--- src/rtl/hex_scan_decoder.sv ---
// hex_scan_decoder: turns a strobed stream of active-low 7-segment
// patterns back into a packed hex word, one frame of digits at a time.
module hex_scan_decoder #(
    parameter int NUM_DIGITS = 6,
    parameter int TIMEOUT    = 255
) (
    input  logic                    clock,
    input  logic                    resetn,
    input  logic                    seg_valid,
    input  logic                    frame_start,
    input  logic [2:0]              digit_sel,
    input  logic [6:0]              seg_in,
    output logic [4*NUM_DIGITS-1:0] value_out,
    output logic                    frame_valid,
    output logic                    frame_error,
    output logic [1:0]              err_code,
    output logic [2:0]              bad_digit,
    output logic                    busy
);

    localparam int VW = 4 * NUM_DIGITS;
    localparam int TW = (TIMEOUT < 2) ? 1 : $clog2(TIMEOUT + 1);
    localparam logic [2:0]    LAST = 3'(NUM_DIGITS - 1);
    localparam logic [TW-1:0] TMAX = TW'(TIMEOUT - 1);

    localparam logic [1:0] E_PAT = 2'd1;
    localparam logic [1:0] E_ORD = 2'd2;
    localparam logic [1:0] E_TMO = 2'd3;

    typedef enum logic [1:0] {
        S_IDLE,
        S_COLLECT,
        S_DONE,
        S_ERR
    } state_t;

    state_t         state, state_n;
    logic [VW-1:0]  stage, stage_n;
    logic [2:0]     exp_idx, exp_n;
    logic [TW-1:0]  tmo, tmo_n;
    logic           load_val;
    logic           err_set;
    logic [1:0]     code_n;
    logic [2:0]     bad_n;
    logic           take_start;
    logic           start_beat;
    logic [4:0]     dec;

    // Bit 4 flags a legal pattern, bits 3:0 carry the nibble.
    function automatic logic [4:0] seg_decode(input logic [6:0] s);
        logic [4:0] r;
        r = 5'b0;
        case (s)
            7'h40:   r = {1'b1, 4'h0};
            7'h79:   r = {1'b1, 4'h1};
            7'h24:   r = {1'b1, 4'h2};
            7'h30:   r = {1'b1, 4'h3};
            7'h19:   r = {1'b1, 4'h4};
            7'h12:   r = {1'b1, 4'h5};
            7'h02:   r = {1'b1, 4'h6};
            7'h78:   r = {1'b1, 4'h7};
            7'h00:   r = {1'b1, 4'h8};
            7'h10:   r = {1'b1, 4'h9};
            7'h08:   r = {1'b1, 4'hA};
            7'h03:   r = {1'b1, 4'hB};
            7'h46:   r = {1'b1, 4'hC};
            7'h21:   r = {1'b1, 4'hD};
            7'h06:   r = {1'b1, 4'hE};
            7'h0E:   r = {1'b1, 4'hF};
            default: r = 5'b0;
        endcase
        return r;
    endfunction

    assign dec        = seg_decode(seg_in);
    assign start_beat = seg_valid && frame_start && (digit_sel == 3'd0);

    // Pulses and busy are pure state decodes, so they can never overlap.
    assign busy        = (state == S_COLLECT);
    assign frame_valid = (state == S_DONE);
    assign frame_error = (state == S_ERR);

    // Next-state, staging and error-capture logic.
    always_comb begin
        state_n    = state;
        stage_n    = stage;
        exp_n      = exp_idx;
        tmo_n      = tmo;
        load_val   = 1'b0;
        err_set    = 1'b0;
        code_n     = err_code;
        bad_n      = bad_digit;
        take_start = 1'b0;

        case (state)
            S_IDLE: begin
                take_start = start_beat;
            end
            S_DONE: begin
                state_n    = S_IDLE;
                take_start = start_beat;
            end
            S_ERR: begin
                state_n = S_IDLE;
                stage_n = '0;
                exp_n   = '0;
                tmo_n   = '0;
            end
            S_COLLECT: begin
                if (seg_valid && frame_start) begin
                    // Silent abort; a proper start beat reopens the frame.
                    state_n    = S_IDLE;
                    stage_n    = '0;
                    exp_n      = '0;
                    tmo_n      = '0;
                    take_start = start_beat;
                end else if (seg_valid) begin
                    if (digit_sel != exp_idx) begin
                        state_n = S_ERR;
                        err_set = 1'b1;
                        code_n  = E_ORD;
                        bad_n   = digit_sel;
                        stage_n = '0;
                    end else if (!dec[4]) begin
                        state_n = S_ERR;
                        err_set = 1'b1;
                        code_n  = E_PAT;
                        bad_n   = digit_sel;
                        stage_n = '0;
                    end else begin
                        stage_n[{exp_idx, 2'b00} +: 4] = dec[3:0];
                        exp_n = exp_idx + 3'd1;
                        tmo_n = '0;
                        if (exp_idx == LAST) begin
                            state_n  = S_DONE;
                            load_val = 1'b1;
                        end
                    end
                end else if (tmo == TMAX) begin
                    state_n = S_ERR;
                    err_set = 1'b1;
                    code_n  = E_TMO;
                    bad_n   = exp_idx;
                    stage_n = '0;
                end else begin
                    tmo_n = tmo + 1'b1;
                end
            end
            default: begin
                state_n = S_IDLE;
            end
        endcase

        if (take_start) begin
            tmo_n = '0;
            if (dec[4]) begin
                stage_n      = '0;
                stage_n[3:0] = dec[3:0];
                exp_n        = 3'd1;
                if (NUM_DIGITS == 1) begin
                    state_n  = S_DONE;
                    load_val = 1'b1;
                end else begin
                    state_n = S_COLLECT;
                end
            end else begin
                state_n = S_ERR;
                err_set = 1'b1;
                code_n  = E_PAT;
                bad_n   = 3'd0;
                stage_n = '0;
                exp_n   = '0;
            end
        end
    end

    // State, staging and output registers; the finished word is
    // loaded on the accepting edge so it is visible during DONE.
    always_ff @(posedge clock or negedge resetn) begin
        if (!resetn) begin
            state     <= S_IDLE;
            stage     <= '0;
            exp_idx   <= '0;
            tmo       <= '0;
            value_out <= '0;
            err_code  <= '0;
            bad_digit <= '0;
        end else begin
            state   <= state_n;
            stage   <= stage_n;
            exp_idx <= exp_n;
            tmo     <= tmo_n;
            if (load_val) begin
                value_out <= stage_n;
            end
            if (err_set) begin
                err_code  <= code_n;
                bad_digit <= bad_n;
            end
        end
    end

endmodule

--- config.mk ---
export PLATFORM = sky130hd
export DESIGN_NAME = hex_scan_decoder
export DESIGN_NICKNAME = d
export VERILOG_FILES = /design/src/rtl/hex_scan_decoder.sv
export SDC_FILE = /design/constraint.sdc
export NUM_CORES = 1
export LEC_CHECK = 0
export CORE_UTILIZATION = 52
export CTS_BUF_LIST = sky130_fd_sc_hd__clkbuf_8
export CTS_CLUSTER_SIZE = 25
export DETAILED_ROUTE_END_ITERATION = 8
export PLACE_DENSITY = 0.78
export REMOVE_ABC_BUFFERS = 1
export SLEW_MARGIN = 5
export SYNTH_ARGS = -nofsm -noshare
export SYNTH_HDL_FRONTEND = slang
export SYNTH_SLANG_ARGS = --single-unit
--- constraint.sdc ---
create_clock -name clock -period 2.09 [get_ports clock]
set_input_delay 0.5225 -clock clock [delete_from_list [all_inputs] [get_ports clock]]
set_output_delay 0.5225 -clock clock [all_outputs]
set_load 0.02 [all_outputs]
# After elaboration in Yosys (flattened, before gate mapping)
# Index checks and enable logic that the tools add are counted.
[totals] mem_bits_rw=0 regBits=66 romBits=0 in_bits=14 latchBits=0 wordCells=118 n_memories=0 out_inout_bits=32
[classes] bitwise=0 shift=2 muxes=65 order_cmp=0 n_div=0 multipliers=0 eq_ne=29 n_addsub=3 n_reduce_logical=12
[ops] op="$mux 24" count=6
[ops] op="$pmux 5 s16" count=1
[ops] op="$mux 8" count=6
[ops] op="$pmux 24 s2" count=1
[ops] op="$mux 3" count=13
[ops] op="$mux 2" count=16
[ops] op="$eq 7x7->1 const B" count=4
[ops] op="$bwmux 24" count=1
[ops] op="$shift 4x7->24 const A" count=1
[ops] op="$shiftx 4x7->24" count=1
[ops] op="$eq 7x5->1 const B" count=3
[ops] op="$eq 7x6->1 const B" count=3
[ops] op="$mux 1" count=16
[ops] op="$pmux 8 s2" count=1
[ops] op="$eq 7x2->1 const B" count=2
[ops] op="$eq 7x4->1 const B" count=2
[ops] op="$ne 5x2->1 const B" count=2
[ops] op="$ne 5x5->1 const B" count=2
[ops] op="$add 8x1->8 const B" count=1
[ops] op="$eq 8x8->1 const B" count=1
[ops] op="$reduce_and 4->1" count=2
[ops] op="$eq 7x3->1 const B" count=1
[ops] op="$logic_not 7->1" count=1
[ops] op="$ne 7x4->1 const B" count=1
[ops] op="19 further kinds" count=23

# Longest topological paths before layout
# Gate-level depths: netlist of run 1.
[depth] ltp_word=10 depth_mapped=11 ltp_nobuf=9

# Least setup slack after synthesis of run 1
# No wires, ideal clock.
[synth_timing] kind="input-to-reg" startpoint="input seg_in[0]" endpoint="register value_out[15]" setup_ns=0.125 required_time_ns=1.965 n_path_buf=2 path_slack_ns=-0.243 arrival_ns=2.208 path_stages=7 path_cell_list="buf_4 and4b_1 o21ai_1 o31ai_4 o311ai_2 buf_2 mux2_2"
[synth_between] elab_chain_len=10 elab_cells_between_ends=30 cone_classes="eq/ne (15); shift (1); mux (13); reduce/logical (1)"
[synth_lines] element="start: declaration" line_no="12" text="input logic [6:0] seg_in,"
[synth_lines] element="$eq 7x4->1 (tied with other cells)" line_no="53" text="case (s)"
[synth_lines] element="$pmux 5 s16 (*)" line_no="53"
[synth_lines] element="$shiftx 4x7->24" line_no="131" text="stage_n[{exp_idx, 2'b00} +: 4] = dec[3:0];"
[synth_lines] element="$bwmux 24" line_no="131"
[synth_lines] element="$mux 24" line_no="124" text="end else if (!dec[4]) begin"
[synth_lines] element="$mux 24" line_no="118" text="if (digit_sel != exp_idx) begin"
[synth_lines] element="$mux 24" line_no="117" text="end else if (seg_valid) begin"
[synth_lines] element="$mux 24" line_no="110" text="if (seg_valid && frame_start) begin"
[synth_lines] element="$pmux 24 s2" line_no="95" text="case (state)"
[synth_lines] element="$mux 24" line_no="154" text="if (take_start) begin"
[synth_lines] element="end signal: assignment" line_no="194" text="value_out <= stage_n;"
[synth_lines] element="end: declaration" line_no="13" text="output logic [4*NUM_DIGITS-1:0] value_out,"
# Mark *: on every way between the ends. The rest lies on a longest branch, timed or not.
# A chain may end at the register's enable or synchronous reset.

# Worst setup path after layout of run 1
[layout_timing] startpoint="register exp_idx[1]" endpoint="register tmo[6]"
[layout_between] elab_chain_len=3
[layout_lines] element="start: declaration" line_no="39" text="logic [2:0] exp_idx, exp_n;"
[layout_lines] element="start signal: assignment" line_no="191" text="exp_idx <= exp_n;"
[layout_lines] element="$ne 3x3->1" line_no="118"
[layout_lines] element="$ne 5x5->1 (no line)"
[layout_lines] element="$reduce_and 4->1 (no line)"
[layout_lines] element="end signal: assignment" line_no="192" text="tmo <= tmo_n;"
[layout_lines] element="end: declaration" line_no="40" text="logic [TW-1:0] tmo, tmo_n;"
# No other way between the ends.

==> out/results.txt, run 1 <==
For the final number of max-transition violations, the log shows 0. Layout-stage area growth over the synthesis result: 54.6%. The instance count after placement with tap cells included was 605; the period utilization was 1.04. The tools report the effective utilization at floorplan as 0.549. In this run the most used layer during global routing was met2. STA puts the critical path data required time at 2.39 ns. The count of nets left with antenna violations once routing finished came out at 0. The clock arrives with 0.0131 ns of skew.

For the detailed-router iteration count before antenna repair, the log shows 6. The checks that failed: negative setup slack. The logs give 393 for the gate count after technology mapping and 0 for the number of warnings issued by yosys. The run gives 0.00258 uW as the leakage power summed over all cells.

Yosys instantiated no cell more often than dfrtp_1. The clock-pin transition on the worst setup and hold timing paths was 0.09 ns. The run gives 2.47 ns as the signal arrival time at the worst endpoint. The biggest area contributor in the post-synthesis netlist is dfrtp_1. In this run the worst path has a maximum fanout of 5.

Detailed routing inserted a total of 4424 vias. The tools report the met2 track demand over resource in global routing as 0.528. The areal power density over the cells was 839 nW/um^2. The run gives 0.436 as the sequential element share of the synthesized area. After synthesis, the cell types taking the most area are dfrtp_1 (44%), nand2_1 (4.2%), o21ai_0 (4.1%). For the worst flop-to-flop path, the logic depth is 8.

For this block, the initial DRC count from the detailed router was 574. After detailed placement, the total cell area comes to 4980 sq um. Maximum buffer depth of the clock tree: 2. STA classifies the critical path startpoint as a register. Power comes to 4910 uW. The number of antenna diodes in the final layout is 0. The share of the core filled with cells is 0.848. The logs give 0 for the number of antenna violations at the first check in global routing and 19.1 mm for the global-route wire length before repair. For the global-route usage over all layers, the log shows 0.328.

The count of cells in the finished layout, fillers not included, comes to 656. In this run the vertical extent of the chip is 87.4 um. The number of enable-type register cells in the synthesized netlist is 0, and the via-per-instance ratio is 6.74. The worst-case IR drop observed on VDD is 0.526 mV. The register bit count reported by yosys is 66, and the number of clock buffers inserted by TritonCTS is 9.

The critical path in this run is classified as reg -> reg. The floorplan step defined a die boundary enclosing 7630 sq um. After floorplanning, the core was divided into 30 placement rows.

The detailed placer's ending HPWL is 7.64 mm. The via count of the first global-routing pass was 3927. For the number of filler instances in the final layout, the log shows 339. The top cell type's share of synthesized area was 0.436; the total core area was 6910 sq um. The netlist area before placement is 3790 sq um.

Classification of the worst-slack hold path: in -> async. Setup repair after global routing could not meet its margin everywhere. Among all flip-flop cells after synthesis, the most frequent one is dfrtp_1. The post-synthesis async set-or-reset flop share was 1.00; the relative slew slack was 0.702. The met3 capacity usage during global routing came out at 0.0796.

Entering global routing, the biggest net connects 67 pins. The share of post-route cells with drive strength above 1 came out at 0.414. In the final routed layout, each cell accounts on average for 22.3 um. Summing all non-filler instances in the final layout gives an area of 5860 sq um. For the pin with the worst max-slew slack, the measured transition is 0.444 ns. After synthesis, the netlist uses 67 different library cells.

During placement, the flow inserted port buffers numbering 45. The final layout contains 575 nets. The routing usage on met1 came out at 0.409. TritonCTS built the clock tree.

The post-detailed-route DRC marker count was 0; the I/O pin count was 46. Buffers inserted to repair hold after CTS numbered 0. Cell at the root of the clock tree: clkbuf_8.

CTS built an H-tree with a depth of 3. The final setup violation count came out at 20. The tools report the highest attainable clock frequency as 461 MHz. The run finished, with violations left. The count of max-cap constraint violations was 0. The routability-driven placement congestion ratio was 0.869; the post-layout minimum cycle time was 2.17 ns.

By count the netlist is led by dfrtp_1 (66), nand2_1 (42), o21ai_0 (31). Measured along the x axis, the die boundary spans 87.4 um. Averaged over all synthesized cells, the footprint is 9.64 sq um.

The setup TNS was -0.593 ns; the total wirelength of the detailed-routed design was 14.6 mm. The logs give 0 for the sum of overflow across all layers after global routing and -0.0793 ns for the worst path setup slack after routing. For the clock net sink count, the log shows 66. The final count of hold timing violations was 0. The worst setup path is captured at a register.

The later pin in the worst-skew pair is clocked with a latency of 0.36 ns.
==> kinds of logic after synthesis <==
group,after synthesis,share of synthesized area
AOI/OAI and AO/OA,133,0.250
xor gates and xnor gates,5,0.0116
adders and majority gates,6,0.0198
buffers and inverters,31,0.0423
DFF,66,0.436
muxes,7,0.0201
and+or+nand+nor,145,0.220
==> path summary, 6_finish.rpt <==
kind | start | end | slack, ns
worst max-delay path | exp_idx[1] | tmo[6] | -0.08
worst min-delay path | resetn | err_code[1] | 0.14
worst max register to register | exp_idx[1] | tmo[6] | -0.08
worst min register to register | value_out[9] | value_out[9] | 0.48
max in group asynchronous | resetn | stage[2] | 1.62
min in group clock | value_out[9] | value_out[9] | 0.48
==> state kept, by name, indices dropped and copies added (netlist names) <==
name / cells
exp_idx: 3
stage: 24
bad_digit: 3
value_out: 24
tmo: 8
state: 2
err_code: 2
==> cell usage in the layout, fill, tap and decap left out, drive strengths merged, types with 4 or more instances in the layout <==
master,count
o2bb2ai,8
clkdlybuf4s50,29
nand4b,4
and2,8
o31ai,8
nand2,44
a21o,7
mux2,5
inv,9
or4,6
nor3,11
or3,5
nor2b,4
a22o,7
xor2,5
nor4,6
a22oi,10
a31oi,7
nor2,23
a21oi,20
nand3,10
dfrtp,66
ha,6
nand4,7
buf,136
o21ai,39
o211ai,5
clkbuf,13
a32o,4
==> repair_timing <==
action,CTS,global route
pin swaps,15,28
endpoints found under the hold margin,0,0
cloned,3,0
endpoints found under the setup margin,68,63
buffers inserted,12,21
gates resized for setup,73,77
==> where the power goes <==
group / internal (uW) / leakage (uW) / switching (uW)
Sequential: 1380 / 0.000899 / 98.1
Combinational: 1020 / 0.00158 / 1280
Clock: 561 / 0.000100 / 568
==> metrics by stage <==
step           setup WS, ns  hold slack (ns)
2_1_floorplan        -0.952            0.227
3_3_place_gp         -0.760            0.459
3_5_place_dp         -0.811            0.470
4_1_cts             -0.0248            0.191
5_1_grt              -0.266            0.184
6_report            -0.0793            0.139
==> final cells by class <==
| cell class | count | area, sq um | area share |
|---|---|---|---|
| multi-input combinational | 297 | 2340 | 0.400 |
| sequential | 66 | 1660 | 0.283 |
| timing repair buffer | 174 | 1510 | 0.258 |
| clock buffer | 9 | 124 | 0.0211 |
| tap | 96 | 120 | 0.0205 |
| clock inverter | 7 | 77.6 | 0.0132 |
| inverter | 7 | 26.3 | 0.00449 |
==> metal layers <==
metal  routed length, um  up-vias
li1                    -     1811
met2                6680      400
met4                1070        0
met1                5290     2059
met5                   0        -
met3                1570      154
==> worst max-delay path, stage by stage (launching register included) <==
cell and delay [ns]:
dfrtp_1 0.41, buf_6 0.14, xor2_4 0.16, buf_6 0.14
nor3_4 0.18, o211ai_1 0.18, buf_4 0.20, or4_1 0.52
a21oi_2 0.17
No activity file was read; power rests on OpenSTA's default activity.
==> inputs of run 2 (changes only) <==
--- a/config.mk
+++ b/config.mk
@@ -5,11 +5,11 @@
 export SDC_FILE = /design/constraint.sdc
 export NUM_CORES = 1
 export LEC_CHECK = 0
-export CORE_UTILIZATION = 52
+export CORE_UTILIZATION = 57
 export CTS_BUF_LIST = sky130_fd_sc_hd__clkbuf_8
 export CTS_CLUSTER_SIZE = 25
 export DETAILED_ROUTE_END_ITERATION = 8
-export PLACE_DENSITY = 0.78
+export PLACE_DENSITY = 0.81
 export REMOVE_ABC_BUFFERS = 1
 export SLEW_MARGIN = 5
 export SYNTH_ARGS = -nofsm -noshare
==> constraint.sdc (replaced) <==
create_clock -name clock -period 2.51 [get_ports clock]
set_input_delay 0.6275 -clock clock [delete_from_list [all_inputs] [get_ports clock]]
set_output_delay 0.6275 -clock clock [all_outputs]
set_load 0.02 [all_outputs]
==> run 2 against run 1 <==
  * The run now ends clean
  * Sequential power fell by 16%
  * First-iteration DRC count decreased by 43%
  * Power shrank 24%
  * Global-route usage shrank 2.0 points
  * Worst hold slack better by 0.15 ns
  * Count of clock-buffer cells in the layout grew 2
  * Largest power group unchanged
==> out/results.txt, run 2 (same netlist as run 1, synthesis figures left out) <==
The via-per-instance ratio came out at 6.34 (-6.0%). The path class of the tightest hold or removal check is in -> async. Final layout net count: 529 (-8.0%).

The tools report the sort of element at the start of the critical path as an input port. The signal arrival time at the worst endpoint is 2.77 ns (+0.30 ns), and the I/O pin count is 46 (unchanged). The die span in y is 83.5 um (-4.4%), and the highest attainable clock frequency is 401 MHz. The logs give 0 (unchanged) for the quantity of hold-fixing buffers added after cts and 4820 sq um (-3.3%) for the area of placed instances. The count of input and output buffers was 45 (unchanged); the number of placement rows was 29 (-3.3%). For the initial DRC count, the log shows 325 (-43%). The effective utilization at floorplan was 0.593 (+0.0447); the instance count after placement with tap cells included was 569 (-6.0%).

For the clock latency reported for the late side of the worst-skew pair, the log shows 0.35 ns (about the same). The layout-stage area growth over the synthesis result was 37.6%; the tightest hold margin was 0.286 ns (+0.148 ns). Most frequent standard cell in the layout excluding fill and tap cells: buf_4. The via count of the first global-routing pass came out at 3552 (-9.5%). In this run the clock root is driven by a clkbuf_8. The largest registers in the layout are stage: 24 flops, value_out: 24 flops, tmo: 8 flops.

The detailed placer's ending HPWL is 7.02 mm (-8.1%). The delay of the slowest cell on the worst path was 0.50 ns (-0.02 ns). Total core area: 6390 sq um (-7.5%).

The final setup violation count was 0 (-100%). Filler-free cell count of the finished design: 591 (-9.9%). TritonCTS built the clock tree.

The areal power density over the cells works out to 719 nW/um^2 (-14%). The total number of H-tree levels came out at 3 (unchanged). For the maximum buffer depth of the clock tree, the log shows 2 (unchanged). The antenna violation net count after detailed routing is 0 (unchanged), and the clock net sink count is 66 (unchanged). The leakage power summed over all cells is 0.00227 uW (-12%), and the highest ir drop seen on vdd is 0.594 mV (+13%).

The number of clock buffers inserted by TritonCTS is 9 (unchanged), and the slew of the pin with the lowest slew margin is 0.585 ns (+0.141 ns). The floorplan die area is 6980 sq um (-8.6%). The run gives 0 (unchanged) as the sum of overflow across all layers after global routing.

For the count of max-cap constraint violations, the log shows 0 (unchanged). For the largest net degree at the start of global routing, the log shows 67 (unchanged). The library cells used most frequently in the layout, excluding fill and tap cells, are buf_4 (75), dfrtp_1 (66), nand2_1 (42). Post-detailed-route DRC marker count: 0 (unchanged). The post-route standard cell area excluding fillers came out at 5210 sq um (-11%).

For the worst-case clock skew, the log shows 0.0109 ns (-0.00218 ns). The number of antenna cells inserted is 0 (unchanged), and the routed via count is 3748 (-15%). The period utilization is 0.993. For the global-route wire length before repair, the log shows 17.0 mm (-11%). The class of the most critical setup path is in -> reg. The number of filler instances in the final layout is 370 (+9.1%), and the routability-driven placement congestion ratio is 0.883 (+1.6%). The number of antenna violations at the first check in global routing is 0 (unchanged). Largest driver fanout on the critical path: 4 (-1). The cell at the slowest stage of the critical path is clkdlybuf4s50_1. The share of the core filled with cells came out at 0.816 (-0.0316). The run gives 2.79 ns (+0.40 ns) as the data required time of the worst path. Walking the worst path, the cells encountered are clkdlybuf4s50_1 -> xor2_2 -> buf_4 -> nor4_4 -> o31ai_4 -> o21ai_0 -> o2bb2ai_1. The total wirelength of the detailed-routed design is 10.8 mm (-26%).

The detailed-router iteration count before antenna repair was 5 (-1); the floorplan die width was 83.5 um (-4.4%). The relative slew slack is 0.609 (-0.0926), and the post-layout minimum cycle time is 2.49 ns. The final number of max-transition violations came out at 0 (unchanged). The share of post-route cells with drive strength above 1 was 0.280 (-0.134); the clock-pin transition on the worst setup and hold timing paths was 0.08 ns (about the same). The run gives 0.308 (-0.0200) as the global-route usage over all layers.

The flow ran to the end, and the final reports show no timing, DRC or antenna violations. The mean routed wirelength per cell was 18.2 um (-18%). The final count of hold timing violations is 0 (unchanged).

Type of destination of the critical path: a register.
run 2: changes by cell type in the layout (fill, tap and decap cells not counted), moves of 5 or more:
cell,delta
buf_4,-29
buf_6,-12
clkdlybuf4s50_1,+8
o21ai_2,-7
o21ai_0,+6
buf_2,-5
run 2: worst paths after layout:
check	start	endpoint	slack, ns	cells past startpoint
max reg2reg	exp_idx[1]	value_out[3]	0.09	9
max in group asynchronous	resetn	value_out[12]	1.94	2
min	resetn	err_code[0]	0.29	2
min reg2reg	value_out[18]	value_out[18]	0.48	2
max	digit_sel[0]	stage[11]	0.02	7
min in group clock	value_out[18]	value_out[18]	0.48	2
run 2: final cells by class:
cell class                 count  area [sq um]  area share
clock buffer                  11           151      0.0290
clock inverter                 5          85.1      0.0163
inverter                       7          26.3     0.00504
multi-input combinational    296          2090       0.401
sequential                    66          1650       0.317
tap                           77          96.3      0.0185
timing repair buffer         129          1110       0.214
run 2: worst max-delay path, delay by kind of cell:
kind	cells	cell delay [ns]
AOI/OAI and AO/OA	3	0.84
and+or+nand+nor	1	0.39
xor gates and xnor gates	1	0.25
buffers and inverters	2	0.67
run 2: metal layers:
layer,share of wire,vias to the layer above,global-route usage
met1,0.43,1790,0.417
met4,0.026,0,0.119
li1,-,1711,-
met3,0.077,33,0.0663
met5,0,-,0
met2,0.47,214,0.490
run 2: per-stage QoR:
| step | TNS, ns | setup slack, ns | total power [uW] |
|---|---|---|---|
| floorplan | -12.06 | -0.637 | 1940 |
| global placement | -19.62 | -0.468 | 2520 |
| detailed placement | -24.08 | -0.503 | 2570 |
| CTS | 0 | 0.0124 | 3640 |
| global route | -0.328 | -0.0468 | 3910 |
| finish | 0 | 0.0185 | 3750 |
run 2: timing repair:
action                     4_1_cts  5_1_grt
setup buffers                    0        4
setup endpoints to repair       37       41
cloned                           0        2
hold endpoints to repair         0        0
pin swaps                        3        2
gates resized for setup         13       22
run 2: power by group:
group | leakage [uW] | switching, uW | total, uW | internal [uW]
logic | 0.00125 | 826 | 1440 | 617
registers | 0.000903 | 100 | 1250 | 1150
clock network | 0.000116 | 438 | 1060 | 619
==> inputs of run 3 (changes only) <==
--- a/config.mk
+++ b/config.mk
@@ -5,11 +5,11 @@
 export SDC_FILE = /design/constraint.sdc
 export NUM_CORES = 1
 export LEC_CHECK = 0
-export CORE_UTILIZATION = 57
-export CTS_BUF_LIST = sky130_fd_sc_hd__clkbuf_8
+export CORE_UTILIZATION = 55
+export CTS_BUF_LIST = sky130_fd_sc_hd__clkbuf_2
 export CTS_CLUSTER_SIZE = 25
 export DETAILED_ROUTE_END_ITERATION = 8
-export PLACE_DENSITY = 0.81
+export PLACE_DENSITY = 0.79
 export REMOVE_ABC_BUFFERS = 1
 export SLEW_MARGIN = 5
 export SYNTH_ARGS = -nofsm -noshare
==> run 3 against run 2 <==
  * Setup slack improved by 0.065 ns
  * Register-to-register slack improved by 0.04 ns
  * Power decreased by 4.4%
  * Design area decreased by 2.8%
  * Sequential power about the same
  * Count of clock-buffer cells in the layout decreased by 1
  * Combinational power decreased by 3%
  * Via count decreased by 2.4%
  * Largest power group unchanged
==> out/results.txt, run 3 (same netlist as run 1, synthesis figures left out) <==
The highest ir drop seen on vdd is 0.337 mV (-43%), and the clock latency reported for the late side of the worst-skew pair is 0.53 ns (+0.18 ns). For the met3 capacity usage during global routing, the log shows 0.0457 (-0.0206). The tools report the highest attainable clock frequency as 412 MHz (+2.7%). The most frequent standard cell in the layout excluding fill and tap cells is buf_4. Delay of the slowest cell on the worst path: 0.62 ns (+0.12 ns). The worst register-to-register path ends at value_out[22]. The mean routed wirelength per cell was 17.3 um (-5.1%); the global-route wire length before repair was 16.5 mm (-2.6%). The initial DRC count was 281 (-14%). The final number of max-transition violations was 0 (unchanged); the count of max-cap constraint violations was 0 (unchanged).

The flow ran to the end, and the final reports show no timing, DRC or antenna violations. For the largest net degree at the start of global routing, the log shows 45 (-33%). Class of the most critical setup path: reg -> out.

For the post-route standard cell area excluding fillers, the log shows 5070 sq um (-2.8%). The count of input and output buffers was 45 (unchanged). Setup repair after global routing left no endpoint under its margin.

The number of cells traversed by the worst register-to-register path was 8 (-1). The slew of the pin with the lowest slew margin came out at 0.601 ns (+0.0158 ns). STA classifies the critical path startpoint as a register. The run gives 29 (unchanged) as the number of placement rows. Total wirelength of the detailed-routed design: 10.2 mm (-5.3%). The via-per-instance ratio was 6.20 (-2.3%); the routed via count was 3657 (-2.4%).

Floorplan die area: 7220 sq um (+3.6%). After global routing, the most crowded layer is met2. Number of cells on the critical path: 2 (-5). The run gives 5 (unchanged) as the detailed-router iteration count before antenna repair.

The area of placed instances is 4860 sq um (+0.88%). The run gives 9 (unchanged) as the number of clock buffers inserted by TritonCTS. The type of destination of the critical path is an output pin.

For the clock net sink count, the log shows 66 (unchanged). The final setup violation count is 0 (unchanged), and the antenna violation net count after detailed routing is 0 (unchanged). Detailed placer's ending HPWL: 7.56 mm (+7.6%). The period utilization was 0.967 (-0.0260). For the number of antenna violations at the first check in global routing, the log shows 0 (unchanged). The sum of overflow across all layers after global routing is 0 (unchanged), and the die span in y is 85.0 um (+1.8%).

The library cells used most frequently in the layout, excluding fill and tap cells, are buf_4 (80), dfrtp_1 (66), nand2_1 (42). For the final layout net count, the log shows 528 (-0.19%). The worst-case clock skew came out at 0.0351 ns (+0.0242 ns). The count of buffer and inverter cells on the critical path was 1 (-1). Via count of the first global-routing pass: 3498 (-1.5%).

The maximum buffer depth of the clock tree was 2 (unchanged). The number of antenna cells inserted was 0 (unchanged); the effective utilization at floorplan was 0.583 (-0.00994). Setup slack on the worst flop-to-flop path: 0.13 ns (+0.04 ns). The quantity of hold-fixing buffers added after cts was 0 (unchanged).

TritonCTS built the clock tree. The tools report the data required time of the worst path as 1.88 ns (-0.91 ns). The routing usage on met1 came out at 0.387 (-0.0300). Clock tree synthesis selected as its root buffer the cell clkbuf_2. The largest registers in the layout are stage: 24 flops, value_out: 24 flops, tmo: 8 flops.

Share of the core filled with cells: 0.780 (-0.0360). The tools report the total core area as 6490 sq um (+1.7%). The post-layout minimum cycle time works out to 2.43 ns (-0.0654 ns). The filler-free cell count of the finished design is 590 (-0.17%), and the final count of hold timing violations is 0 (unchanged).

The signal arrival time at the worst endpoint came out at 1.80 ns (-0.97 ns). The relative slew slack is 0.595 (-0.0141), and the floorplan die width is 85.0 um (+1.8%). The leakage power summed over all cells came out at 0.00223 uW (-1.4%). The run gives 46 (unchanged) as the I/O pin count. On the critical path, the stage with the largest delay is an instance of clkdlybuf4s50_1.

The clock-pin transition on the worst setup and hold timing paths is 0.19 ns (+0.11 ns). The met2 track demand over resource in global routing is 0.484 (-0.00570), and the global-route usage over all layers is 0.292 (-0.0162). For the routability-driven placement congestion ratio, the log shows 0.911 (+3.2%). In this run the worst hold path is classified as in -> async. The areal power density over the cells works out to 707 nW/um^2 (-1.6%).

Largest driver fanout on the critical path: 7 (+3). The post-detailed-route DRC marker count is 0 (unchanged), and the share of post-route cells with drive strength above 1 is 0.250 (-0.0306). The layout-stage area growth over the synthesis result came out at 33.8%.

The startpoint of the worst register-to-register path was exp_idx[1]. The signal on the critical path passes through and2_1 -> clkdlybuf4s50_1. The kind of cell adding the most delay to the critical path is buffers and inverters.

The run gives 3 (unchanged) as the total number of H-tree levels. The setup TNS is 0 ns (unchanged), and the instance count after placement with tap cells included is 573 (+0.70%).
[run 3: worst max-delay path by stage]
stage	from	endpoint	slack, ns
6_report	state[0]	frame_error	0.08
4_1_cts	state[0]	frame_error	0.05
3_3_place_gp	seg_in[4]	tmo[5]	-0.42
2_1_floorplan	seg_in[1]	value_out[15]	-0.64
3_5_place_dp	seg_in[0]	value_out[10]	-0.48
5_1_grt	state[0]	frame_error	0.001
[run 3: final cells by class]
cell class,count,area (sq um)
Inverter,7,26.3
Sequential cell,66,1650
Clock buffer,10,50.0
Fill cell,440,1430
Tap cell,77,96.3
Multi-Input combinational cell,296,2000
Clock inverter,6,136
Timing Repair Buffer,128,1110
[run 3: per-stage QoR]
step                setup WS [ns]  hold slack (ns)  total power, uW
floorplan                  -0.637            0.332             1940
global placement           -0.415            0.459             2570
detailed placement         -0.484            0.469             2610
CTS                        0.0530           0.0493             3550
global route              0.00118           0.0764             3740
finish                     0.0839           0.0558             3580
[run 3: power by group]
| group | leakage [uW] | internal [uW] | switching [uW] |
|---|---|---|---|
| sequential | 0.000903 | 1150 | 90.7 |
| combinational | 0.00123 | 623 | 782 |
| clock | 0.000103 | 536 | 404 |
| total | 0.00223 | 2310 | 1280 |
[run 3: worst register-to-register path, cell delays in order, from the launching register on]
cell	delay [ns]
dfrtp_1	0.49
inv_1	0.15
ha_1	0.21
ha_1	0.34
buf_4	0.18
or3_1	0.39
nor2_1	0.27
a22oi_1	0.14
o21ai_0	0.16
[run 3: timing repair]
item | in CTS | in global routing
pin swaps | 0 | 1
gates resized for setup | 1 | 4
buffers inserted | 0 | 1
setup endpoints to repair | 1 | 9
[run 3: per-layer routing]
layer  wire length (um)  part of all wire  vias up
met5                  0                 0        -
met4                242             0.024        0
met3                556             0.055       19
met2               4920              0.48      148
met1               4460              0.44     1777
li1                   -                 -     1713
